==> src/rtl/mem_port_arbiter.sv <==
// mem_port_arbiter
// Serialises the instruction-fetch port (A) and the MEM-stage data port (B)
// onto one shared memory port. A three-state grant FSM owns the shared port
// for one transaction at a time, and always returns through IDLE afterwards.
// Read data is broadcast to both ports. The matching resp qualifies it.
//
// Build option: define MEM_ARB_ROUND_ROBIN_EN to break simultaneous requests
// round-robin, using a last_served register. If it is left undefined, port B
// wins every tie. In that case port A can starve while port B keeps
// requesting.

module mem_port_arbiter (
    input  logic        clk,
    input  logic        reset,
    input  logic        read_a,
    input  logic        write_a,
    input  logic [1:0]  wmask_a,
    input  logic [15:0] address_a,
    input  logic [15:0] wdata_a,
    output logic        resp_a,
    output logic [15:0] rdata_a,
    input  logic        read_b,
    input  logic        write_b,
    input  logic [1:0]  wmask_b,
    input  logic [15:0] address_b,
    input  logic [15:0] wdata_b,
    output logic        resp_b,
    output logic [15:0] rdata_b,
    output logic        pmem_read,
    output logic        pmem_write,
    output logic [1:0]  pmem_wmask,
    output logic [15:0] pmem_address,
    output logic [15:0] pmem_wdata,
    input  logic        pmem_resp,
    input  logic [15:0] pmem_rdata,
    output logic        grant_a,
    output logic        grant_b
);

    typedef enum logic [1:0] {
        IDLE    = 2'b00,
        SERVE_A = 2'b01,
        SERVE_B = 2'b10
    } state_t;

    state_t state_r;
    state_t state_s;
    logic   req_a_s;
    logic   req_b_s;
    logic   tie_pick_b_s;
    logic   grant_a_r;
    logic   grant_b_r;

    assign req_a_s = read_a | write_a;
    assign req_b_s = read_b | write_b;

`ifdef MEM_ARB_ROUND_ROBIN_EN
    // 1'b0 means A was served last, 1'b1 means B was served last
    logic last_served_r;

    // Record the port of each completed transaction so that the other port wins the next tie
    always_ff @(posedge clk) begin
        if (reset) begin
            last_served_r <= 1'b0;
        end else if (pmem_resp && (state_r == SERVE_A)) begin
            last_served_r <= 1'b0;
        end else if (pmem_resp && (state_r == SERVE_B)) begin
            last_served_r <= 1'b1;
        end else begin
            last_served_r <= last_served_r;
        end
    end

    assign tie_pick_b_s = ~last_served_r;
`else
    assign tie_pick_b_s = 1'b1;
`endif

    // Grant state register; a reset abandons any in-flight access
    always_ff @(posedge clk) begin
        if (reset) begin
            state_r   <= IDLE;
            grant_a_r <= 1'b0;
            grant_b_r <= 1'b0;
        end else begin
            state_r   <= state_s;
            grant_a_r <= (state_s == SERVE_A);
            grant_b_r <= (state_s == SERVE_B);
        end
    end

    // Next-state selection: arbitrate from IDLE, hold until pmem_resp, then return to IDLE
    always_comb begin
        state_s = state_r;
        case (state_r)
            IDLE: begin
                if (req_a_s && req_b_s) begin
                    state_s = tie_pick_b_s ? SERVE_B : SERVE_A;
                end else if (req_b_s) begin
                    state_s = SERVE_B;
                end else if (req_a_s) begin
                    state_s = SERVE_A;
                end else begin
                    state_s = IDLE;
                end
            end
            SERVE_A: begin
                if (pmem_resp) begin
                    state_s = IDLE;
                end else begin
                    state_s = SERVE_A;
                end
            end
            SERVE_B: begin
                if (pmem_resp) begin
                    state_s = IDLE;
                end else begin
                    state_s = SERVE_B;
                end
            end
            default: state_s = IDLE;
        endcase
    end

    // Shared-port mux: pass the owning port through, drive zeros when no one owns it
    always_comb begin
        pmem_read    = 1'b0;
        pmem_write   = 1'b0;
        pmem_wmask   = 2'b00;
        pmem_address = 16'h0000;
        pmem_wdata   = 16'h0000;
        resp_a       = 1'b0;
        resp_b       = 1'b0;
        case (state_r)
            SERVE_A: begin
                pmem_read    = read_a;
                pmem_write   = write_a;
                pmem_wmask   = wmask_a;
                pmem_address = address_a;
                pmem_wdata   = wdata_a;
                resp_a       = pmem_resp;
            end
            SERVE_B: begin
                pmem_read    = read_b;
                pmem_write   = write_b;
                pmem_wmask   = wmask_b;
                pmem_address = address_b;
                pmem_wdata   = wdata_b;
                resp_b       = pmem_resp;
            end
            default: begin
                pmem_read    = 1'b0;
                pmem_write   = 1'b0;
                pmem_wmask   = 2'b00;
                pmem_address = 16'h0000;
                pmem_wdata   = 16'h0000;
                resp_a       = 1'b0;
                resp_b       = 1'b0;
            end
        endcase
    end

    assign rdata_a = pmem_rdata;
    assign rdata_b = pmem_rdata;
    assign grant_a = grant_a_r;
    assign grant_b = grant_b_r;

endmodule

==> config.mk <==
export PLATFORM = sky130hd
export DESIGN_NAME = mem_port_arbiter
export DESIGN_NICKNAME = d
export VERILOG_FILES = /design/src/rtl/mem_port_arbiter.sv
export SDC_FILE = /design/constraint.sdc
export NUM_CORES = 1
export LEC_CHECK = 0
export ABC_AREA = 1
export CORE_ASPECT_RATIO = 1.75
export CORE_MARGIN = 2
export CORE_UTILIZATION = 25
export DETAILED_ROUTE_END_ITERATION = 10
export GPL_TIMING_DRIVEN = 0
export PLACE_DENSITY = 0.9
export SETUP_SLACK_MARGIN = 0.1
export SLEW_MARGIN = 25
export SYNTH_ARGS = -nofsm -noshare
export SYNTH_HDL_FRONTEND = slang
export SYNTH_SLANG_ARGS = --single-unit
==> constraint.sdc <==
create_clock -name clk -period 2.3 [get_ports clk]
set_input_delay 0.345 -clock clk [delete_from_list [all_inputs] [get_ports clk]]
set_output_delay 0.345 -clock clk [all_outputs]
set_load 0.01 [all_outputs]
==> flow_metrics.py, run 1 <==
metrics = {
    "floorplan": {
        "die_y_um": 90.3,
        "ioPinCount": 163,
        "rows": 31,
        "core_area_mm2": 0.00411,
        "die-area_mm2": 0.00482,
        "die_w_um": 53.3,
        "start_util_pct": 25.9,
    },
    "clock_network": {
        "cts_max_path_buffers": 2,
        "root_buffer": "clkbuf_8",
        "cts_made_buffers": 3,
        "clock_latency_ns": 0.22,
        "cts_max_level": 1,
        "cts_setup_buffers": 0,
        "cts_sinks": 4,
        "clk_pin_slew_ns": 0.03,
        "cts_tree": "done",
    },
    "detailed_routing": {
        "via_count": 1670,
        "dr.pass1.iters": 4,
        "vias_per_cell": 4.37,
        "ant_nets": 0,
        "postRouteWirelength_um": 4820,
        "remaining_drc_errors": 0,
        "drt_iter0_drc": 15,
        "wire_per_inst_um": 12.6,
    },
    "timing": {
        "setup_slack_ns": 0.224,
        "post-route-period-util_pct": 90.3,
        "grt_setup_unrepaired": "no",
        "tns_ns": 0,
        "slew_viol_final": 0,
        "setup_viol": 0,
        "fin_skew_ns": 0.00335,
        "max_freq_mhz": 482,
        "tightest_slew_ns": 0.184,
        "hold_viol_final": 0,
        "slew_headroom_pct": 87.7,
        "fin_crit_ns": 2.08,
    },
    "final_layout": {
        "syn2layout_area_growth_pct": 147,
        "final_common_cell": "clkdlybuf4s50_1",
        "fin_cells": 382,
        "drive_gt1_share_pct": 20.1,
        "final_cell_mix": "clkdlybuf4s50_1 (110), nand2_1 (71), buf_4 (34), dlygate4sd2_1 (29), a21oi_1 (26)",
        "diodes": 0,
        "fin_nets": 430,
    },
    "critical_path": {
        "critPathLaunchType": "flip-flop",
        "critPathMaxFanout": 10,
        "path_cells": "inv_1 -> ha_1 -> buf_6 -> buf_6 -> nand2_1 -> inv_1 -> clkdlybuf4s50_1",
        "end_kind": "output port",
        "critPathKind": "flip-flop to output port",
        "critPathArrivalTime_ns": 1.73,
        "critPathRequiredTime_ns": 1.96,
        "cpPeakStageDelay_ns": 0.54,
        "cpMaxStageDelayCell": "clkdlybuf4s50_1",
        "cp_top_family": "buffers and inverters",
        "crit_buf_inv": 5,
    },
    "synth": {
        "synth_nets": 279,
        "synthesis.area_mm2": 0.00106,
        "synth_warnings": 0,
        "avgSynthCellArea_um2": 5.79,
        "synth_top_area_share_pct": 25.0,
        "synth_seq_cells": 4,
        "syn_inst": 184,
        "synth_area_leader_cell": "nand2_1",
        "synth_area_leaders": "nand2_1 (25%), buf_4 (25%), a21oi_1 (12%)",
        "yosysSeqAreaShare_pct": 7.52,
        "synth.distinct_cells": 15,
    },
    "global_route": {
        "grt_pass1_wl_um": 7300,
        "grt_pass1_vias": 1677,
        "antenna_found_initial": 0,
        "grt_usage_pct": 19.3,
        "grt_max_degree": 11,
        "gr-total-overflow": 0,
    },
    "hold_path": {
        "holdCritPathClass": "flip-flop to flip-flop",
    },
    "place": {
        "dp_hpwl_um": 4000,
        "gp_congestion": 0.725,
        "dp.cells": 379,
        "dpl_worst_slack_ns": 0.201,
        "portBuffers": 146,
    },
    "pwr": {
        "power_density_mw_per_mm2": 271,
        "power.total_uw": 712,
        "leakage_nw": 1.30,
        "peakVddDrop_mv": 0.332,
    },
    "flow_run": {
        "drv_cap": 0,
    },
    "outcome": {
        "status": "complete, no violations",
    },
}
cell usage after synthesis:
library cell	number
buf_8	1
buf_4	35
nor2_1	4
nand3_1	1
buf_2	5
nand2_1	71
inv_2	1
inv_1	9
dfxtp_1	4
a21oi_1	26
buf_6	2
a21oi_2	10
ha_1	4
nand2_2	10
o21ai_0	1
routing by layer:
metal	wire length [µm]	global-route usage (%)	vias to the layer above	part of all wire, %
li1	-	-	837	-
met4	99	6.20	0	2.1
met3	656	5.79	12	14
met2	2590	37.4	107	54
met1	1480	17.3	714	31
met5	0	0	-	0
metrics by stage:
stage / utilization [%] / instance area, µm² / hold slack, ns
floorplan: - / 1060 / 0.522
global placement: 62.9 / 2590 / 0.696
detailed placement: 62.9 / 2590 / 0.706
CTS: 63.4 / 2610 / 0.738
global route: 63.9 / 2630 / 0.780
finish: 63.9 / 2630 / 0.729
where the power goes:
group | internal [mW] | switching [mW]
Clock | 0.112 | 0.0392
Sequential | 0.0754 | 0.00286
Combinational | 0.289 | 0.194
worst register-to-register path, delay by kind of cell, from the launching register on:
kind                     cells  cell delay, ns
adder cells (fa/ha/maj)      1            0.21
buffers and inverters        2            0.22
flip-flops                   1            0.34
AND/OR/NAND/NOR              4            0.30
state kept, by name, summed over array words and instances, names as in the netlist:
signal,flops
state_r,2
grant_a,1
grant_b,1
kinds of logic (layout without fill, tap and decap cells):
logic type,Yosys count,count (layout),synth area share [%]
buffers and inverters,53,202,34.1
adder cells (fa/ha/maj),4,4,4.70
AO/OA/AOI/OAI,37,37,20.9
AND/OR/NAND/NOR,86,86,32.8
flip-flops,4,4,7.52
repair_timing:
action | CTS | global route
endpoints found under the hold margin | 0 | 0
hold buffers | 0 | 0
endpoints found under the setup margin | 30 | 8
resized for setup | 33 | 8
final timing paths:
| path | start | endpoint | slack, ns | depth (start not counted) |
|---|---|---|---|---|
| max | state_r[1] | resp_a | 0.22 | 7 |
| min | state_r[1] | state_r[1] | 0.73 | 4 |
| max reg2reg | state_r[0] | grant_b | 1.13 | 7 |
| min reg2reg | state_r[1] | state_r[1] | 0.73 | 4 |
area by class of cell:
type                       instances  area (µm²)
multi-input combinational        127         622
clock buffer                       3        41.3
buffer                            43         342
timing repair buffer             146        1440
fill                             400        1490
sequential                         4        80.1
tap                               49        61.3
inverter                          10        37.5
No activity file was read; power rests on OpenSTA's default activity.
==> inputs of run 2 (changes only) <==
--- a/config.mk
+++ b/config.mk
@@ -7,7 +7,7 @@
 export LEC_CHECK = 0
 export ABC_AREA = 1
 export CORE_ASPECT_RATIO = 1.75
-export CORE_MARGIN = 2
+export CORE_MARGIN = 1
 export CORE_UTILIZATION = 25
 export DETAILED_ROUTE_END_ITERATION = 10
 export GPL_TIMING_DRIVEN = 0
==> run 2 against run 1 <==
- clock skew shrank 0.0027 ns
- power is 0.14% higher
- sequential share of layout area barely moved
- critical endpoint unchanged
- largest cell class unchanged
==> flow_metrics.py, run 2 (synthesis results as in run 1) <==
metrics = {
    "outcome": {
        "status": "complete, no violations",
    },
    "detailed_routing": {
        "dr.pass1.iters": 3,
        "drt_iter0_drc": 16,
        "remaining_drc_errors": 0,
        "ant_nets": 0,
        "wire_per_inst_um": 12.4,
        "via_count": 1697,
        "vias_per_cell": 4.44,
        "postRouteWirelength_um": 4740,
    },
    "timing": {
        "tightest_slew_ns": 0.178,
        "tns_ns": 0,
        "max_freq_mhz": 482,
        "grt_setup_unrepaired": "no",
        "fin_skew_ns": 0.000632,
        "fin_crit_ns": 2.07,
        "hold_viol_final": 0,
        "hold_slack_ns": 0.702,
        "setup_viol": 0,
        "post-route-period-util_pct": 90.1,
        "setup_slack_ns": 0.227,
        "slew_viol_final": 0,
        "slew_headroom_pct": 88.0,
    },
    "final_layout": {
        "fin_nets": 430,
        "largest_reg_flops": 2,
        "diodes": 0,
        "fin_area_mm2": 0.00262,
        "drive_gt1_share_pct": 20.1,
        "syn2layout_area_growth_pct": 146,
        "top_register": "state_r",
        "final_common_cell": "clkdlybuf4s50_1",
        "finish.utilization_pct": 63.8,
        "final_cell_mix": "clkdlybuf4s50_1 (109), nand2_1 (71), buf_4 (34), dlygate4sd2_1 (31), a21oi_1 (26)",
    },
    "pwr": {
        "power.switching_uw": 237,
        "swShare_pct": 33.2,
        "leakage_nw": 1.29,
        "p_seq_share_pct": 11.0,
        "power.share.clock_pct": 20.9,
        "intPower_uw": 476,
        "power_density_mw_per_mm2": 272,
        "peakVddDrop_mv": 0.342,
        "comb_power_share_pct": 68.1,
    },
    "hold_path": {
        "holdCritPathClass": "flip-flop to flip-flop",
    },
    "flow_run": {
        "drv_cap": 0,
    },
    "clock_network": {
        "clock_latency_ns": 0.22,
        "cts_max_path_buffers": 2,
        "cts_hold_buf": 0,
        "cts_tree": "done",
        "cts_max_level": 1,
        "cts_sinks": 4,
        "root_buffer": "clkbuf_8",
        "clk_pin_slew_ns": 0.03,
        "cts_made_buffers": 3,
    },
    "global_route": {
        "grt_pass1_vias": 1636,
        "grt_max_degree": 11,
        "grt_pass1_wl_um": 6910,
        "grt_usage_pct": 19.7,
        "gr-total-overflow": 0,
        "antenna_found_initial": 0,
    },
    "floorplan": {
        "die-area_mm2": 0.00453,
        "start_util_pct": 25.9,
        "die_w_um": 51.3,
        "core_area_mm2": 0.00411,
        "rows": 31,
        "ioPinCount": 163,
        "die_y_um": 88.3,
    },
    "critical_path": {
        "crit_start": "state_r[1]",
        "crit_end": "resp_a",
        "critPathLaunchType": "flip-flop",
        "critPathArrivalTime_ns": 1.73,
        "ff2ff_path_depth": 7,
        "critPathRequiredTime_ns": 1.96,
        "end_kind": "output port",
        "critPathMaxFanout": 10,
        "r2r-start": "state_r[0]",
        "critPathKind": "flip-flop to output port",
        "timing.rr.end": "grant_b",
        "regToRegSetupSlack_ns": 1.11,
    },
    "place": {
        "dpl_worst_slack_ns": 0.178,
        "dp_hpwl_um": 3950,
        "gp_congestion": 0.739,
        "portBuffers": 146,
        "place_area_mm2": 0.00259,
    },
}
-- run 2: power by group through the flow --
stage | Sequential, mW | Combinational (mW) | Clock [mW]
2_1_floorplan | 0.0801 | 0.208 | 0
3_5_place_dp | 0.0794 | 0.503 | 0
3_3_place_gp | 0.0790 | 0.495 | 0
6_report | 0.0783 | 0.486 | 0.149
4_1_cts | 0.0784 | 0.492 | 0.154
5_1_grt | 0.0792 | 0.525 | 0.157
-- run 2: what timing repair did --
item / CTS / global route
endpoints found under the setup margin: 36 / 6
gates resized for setup: 36 / 7
buffers inserted: 0 / 0
-- run 2: worst min path at each step --
| stage | start | endpoint | slack [ns] | cells after the start |
|---|---|---|---|---|
| floorplan | reset | state_r[0] | 0.52 | 3 |
| global placement | state_r[1] | state_r[1] | 0.69 | 4 |
| detailed placement | state_r[1] | state_r[1] | 0.69 | 4 |
| CTS | state_r[1] | state_r[1] | 0.71 | 4 |
| global route | state_r[1] | state_r[1] | 0.76 | 4 |
| finish | state_r[1] | state_r[1] | 0.70 | 4 |
-- run 2: final cells by class --
type,count,area [µm²]
buffer,43,344
multi-input combinational,127,622
sequential,4,80.1
tap,49,61.3
fill,390,1490
inverter,10,37.5
timing repair buffer,146,1440
clock buffer,3,41.3
-- run 2: metal layers --
metal | track usage (%) | up-vias | share of wire [%]
met1 | 16.7 | 735 | 30
met5 | 0 | - | 0
li1 | - | 837 | -
met2 | 39.6 | 112 | 54
met4 | 8.35 | 0 | 2.7
met3 | 6.87 | 13 | 13
-- run 2: critical path, stage by stage, from the launching register on --
cell             delay, ns
dfxtp_1               0.32
inv_1                 0.08
ha_1                  0.18
buf_6                 0.16
buf_6                 0.14
nand2_1               0.05
inv_1                 0.04
clkdlybuf4s50_1       0.53
-- run 2: metrics by stage --
step           total power, mW  cells
5_1_grt                  0.761    382
2_1_floorplan            0.288    184
3_3_place_gp             0.574    379
6_report                 0.713    382
3_5_place_dp             0.582    379
4_1_cts                  0.725    382
==> inputs of run 3 (changes only) <==
--- a/config.mk
+++ b/config.mk
@@ -12,6 +12,7 @@
 export DETAILED_ROUTE_END_ITERATION = 10
 export GPL_TIMING_DRIVEN = 0
 export PLACE_DENSITY = 0.9
+export REMOVE_ABC_BUFFERS = 1
 export SETUP_SLACK_MARGIN = 0.1
 export SLEW_MARGIN = 25
 export SYNTH_ARGS = -nofsm -noshare
==> constraint.sdc (replaced) <==
create_clock -name clk -period 2.3 [get_ports clk]
set_input_delay 0.23 -clock clk [delete_from_list [all_inputs] [get_ports clk]]
set_output_delay 0.23 -clock clk [all_outputs]
set_load 0.01 [all_outputs]
==> run 3 against run 2 <==
- largest power group unchanged
- setup slack got worse by 0.040 ns
- sequential cell count did not move
- sequential power rose by 2%
- final cell count fell by 18%
- combinational power fell by 18%
- first-iteration DRC count fell by 25%
- routed wire length rose by 3.7%
- die area did not move
- largest cell class unchanged
- worst hold slack got worse by 0.24 ns
- clock-buffer cell count did not move
==> flow_metrics.py, run 3 (synthesis results as in run 1) <==
metrics = {
    "outcome": {
        "status": "complete, no violations",
    },
    "place": {
        "dp_hpwl_um": 3650,
        "portBuffers": 114,
        "gp_congestion": 0.782,
        "dp.cells": 305,
        "place_area_mm2": 0.00197,
    },
    "timing": {
        "hold_slack_ns": 0.460,
        "fin_skew_ns": 0.00278,
        "post-route-period-util_pct": 91.9,
        "grt_setup_unrepaired": "no",
        "setup_viol": 0,
        "hold_viol_final": 0,
        "fin_crit_ns": 2.11,
        "max_freq_mhz": 473,
        "slew_viol_final": 0,
        "slew_headroom_pct": 84.1,
        "tightest_slew_ns": 0.238,
        "tns_ns": 0,
    },
    "hold_path": {
        "holdCritPathClass": "input port to output port",
        "hold_depth": 0,
    },
    "floorplan": {
        "core_area_mm2": 0.00411,
        "die_y_um": 88.3,
        "die-area_mm2": 0.00453,
        "ioPinCount": 163,
        "die_w_um": 51.3,
        "rows": 31,
        "start_util_pct": 25.9,
    },
    "global_route": {
        "antenna_found_initial": 0,
        "grt_usage_pct": 19.2,
        "gr-total-overflow": 0,
        "grt_pass1_wl_um": 6300,
        "grt_pass1_vias": 1279,
        "grt_max_degree": 39,
    },
    "detailed_routing": {
        "remaining_drc_errors": 0,
        "dr.pass1.iters": 4,
        "ant_nets": 0,
        "wire_per_inst_um": 15.7,
        "drt_iter0_drc": 12,
        "vias_per_cell": 4.58,
        "via_count": 1433,
        "postRouteWirelength_um": 4910,
    },
    "critical_path": {
        "worstSetupPathDepth": 6,
        "critPathArrivalTime_ns": 1.88,
        "cp_top_family": "buffers and inverters",
        "critPathLaunchType": "flip-flop",
        "crit_buf_inv": 3,
        "cpPeakStageDelay_ns": 0.56,
        "critPathKind": "flip-flop to output port",
        "regToRegSetupSlack_ns": 1.08,
        "end_kind": "output port",
        "cpMaxStageDelayCell": "clkdlybuf4s50_1",
        "critPathMaxFanout": 23,
        "ff2ff_path_depth": 7,
        "path_cells": "inv_1 -> ha_4 -> buf_16 -> nand2_1 -> a21oi_1 -> clkdlybuf4s50_1",
        "critPathRequiredTime_ns": 2.07,
    },
    "clock_network": {
        "cts_max_path_buffers": 2,
        "clock_latency_ns": 0.22,
        "cts_tree": "done",
        "root_buffer": "clkbuf_8",
        "cts_hold_buf": 0,
        "cts_sinks": 4,
        "cts_made_buffers": 3,
        "clk_pin_slew_ns": 0.03,
        "cts_max_level": 1,
    },
    "final_layout": {
        "fin_nets": 361,
        "fin_cells": 313,
        "top_register": "state_r",
        "drive_gt1_share_pct": 12.9,
        "diodes": 0,
        "final_cell_mix": "clkdlybuf4s50_1 (111), nand2_1 (71), a21oi_1 (26), nand2_2 (10), a21oi_2 (10)",
        "largest_reg_flops": 2,
        "fin_area_mm2": 0.00210,
        "syn2layout_area_growth_pct": 97.4,
        "final_common_cell": "clkdlybuf4s50_1",
    },
    "flow_run": {
        "drv_cap": 0,
    },
    "pwr": {
        "leakage_nw": 0.779,
        "power_density_mw_per_mm2": 300,
        "peakVddDrop_mv": 0.345,
    },
}
## run 3: cell count changes in the layout (fill, tap and decap cells not counted), moves of 2 or more
cell	before	now
dlymetal6s2s_1	6	1
buf_4	34	4
buf_2	2	0
dlygate4sd2_1	31	2
buf_6	5	0
clkdlybuf4s50_1	109	111
ha_1	4	1
ha_4	0	3
## run 3: final timing paths
check,start,end
worst max-delay path,state_r[1],pmem_address[13]
worst min-delay path,pmem_rdata[14],rdata_a[14]
worst max register to register,state_r[0],grant_b
worst min register to register,state_r[0],state_r[0]
## run 3: through the flow
| step | setup WS, ns | utilization [%] | total power [mW] |
|---|---|---|---|
| after floorplan | 0.472 | - | 0.210 |
| after detailed placement | 0.116 | 48.0 | 0.447 |
| after global routing | 0.0964 | 51.1 | 0.670 |
| after global placement | -0.504 | 47.2 | 0.437 |
| after CTS | 0.0938 | 49.9 | 0.615 |
| final | 0.187 | 51.1 | 0.631 |
## run 3: final cells by class
type | instances | area [µm²]
multi-input cells | 127 | 659
flip-flops and latches | 4 | 81.3
well taps | 49 | 61.3
fillers | 388 | 2010
inverters | 10 | 45.0
clock buffers | 3 | 41.3
repair buffers | 120 | 1210
## run 3: layer usage
| metal | up-vias | track usage, % | part of all wire [%] | wire length [µm] |
|---|---|---|---|---|
| met3 | 15 | 12.9 | 16 | 802 |
| met1 | 595 | 15.4 | 31 | 1520 |
| li1 | 699 | - | - | - |
| met2 | 124 | 30.3 | 45 | 2190 |
| met5 | - | 5.95 | 0 | 0 |
| met4 | 0 | 17.7 | 8.2 | 401 |
## run 3: timing repair
action | 4_1_cts | 5_1_grt
buffers inserted | 2 | 3
gates cloned | 0 | 0
resized for setup | 6 | 5
setup endpoints to repair | 37 | 34
## run 3: power by group
part / switching, mW / internal [mW] / total [mW] / leakage, nW
clock: 0.0422 / 0.112 / 0.154 / 0.0216
combinational: 0.171 / 0.226 / 0.397 / 0.724
sequential: 0.00422 / 0.0756 / 0.0798 / 0.0334
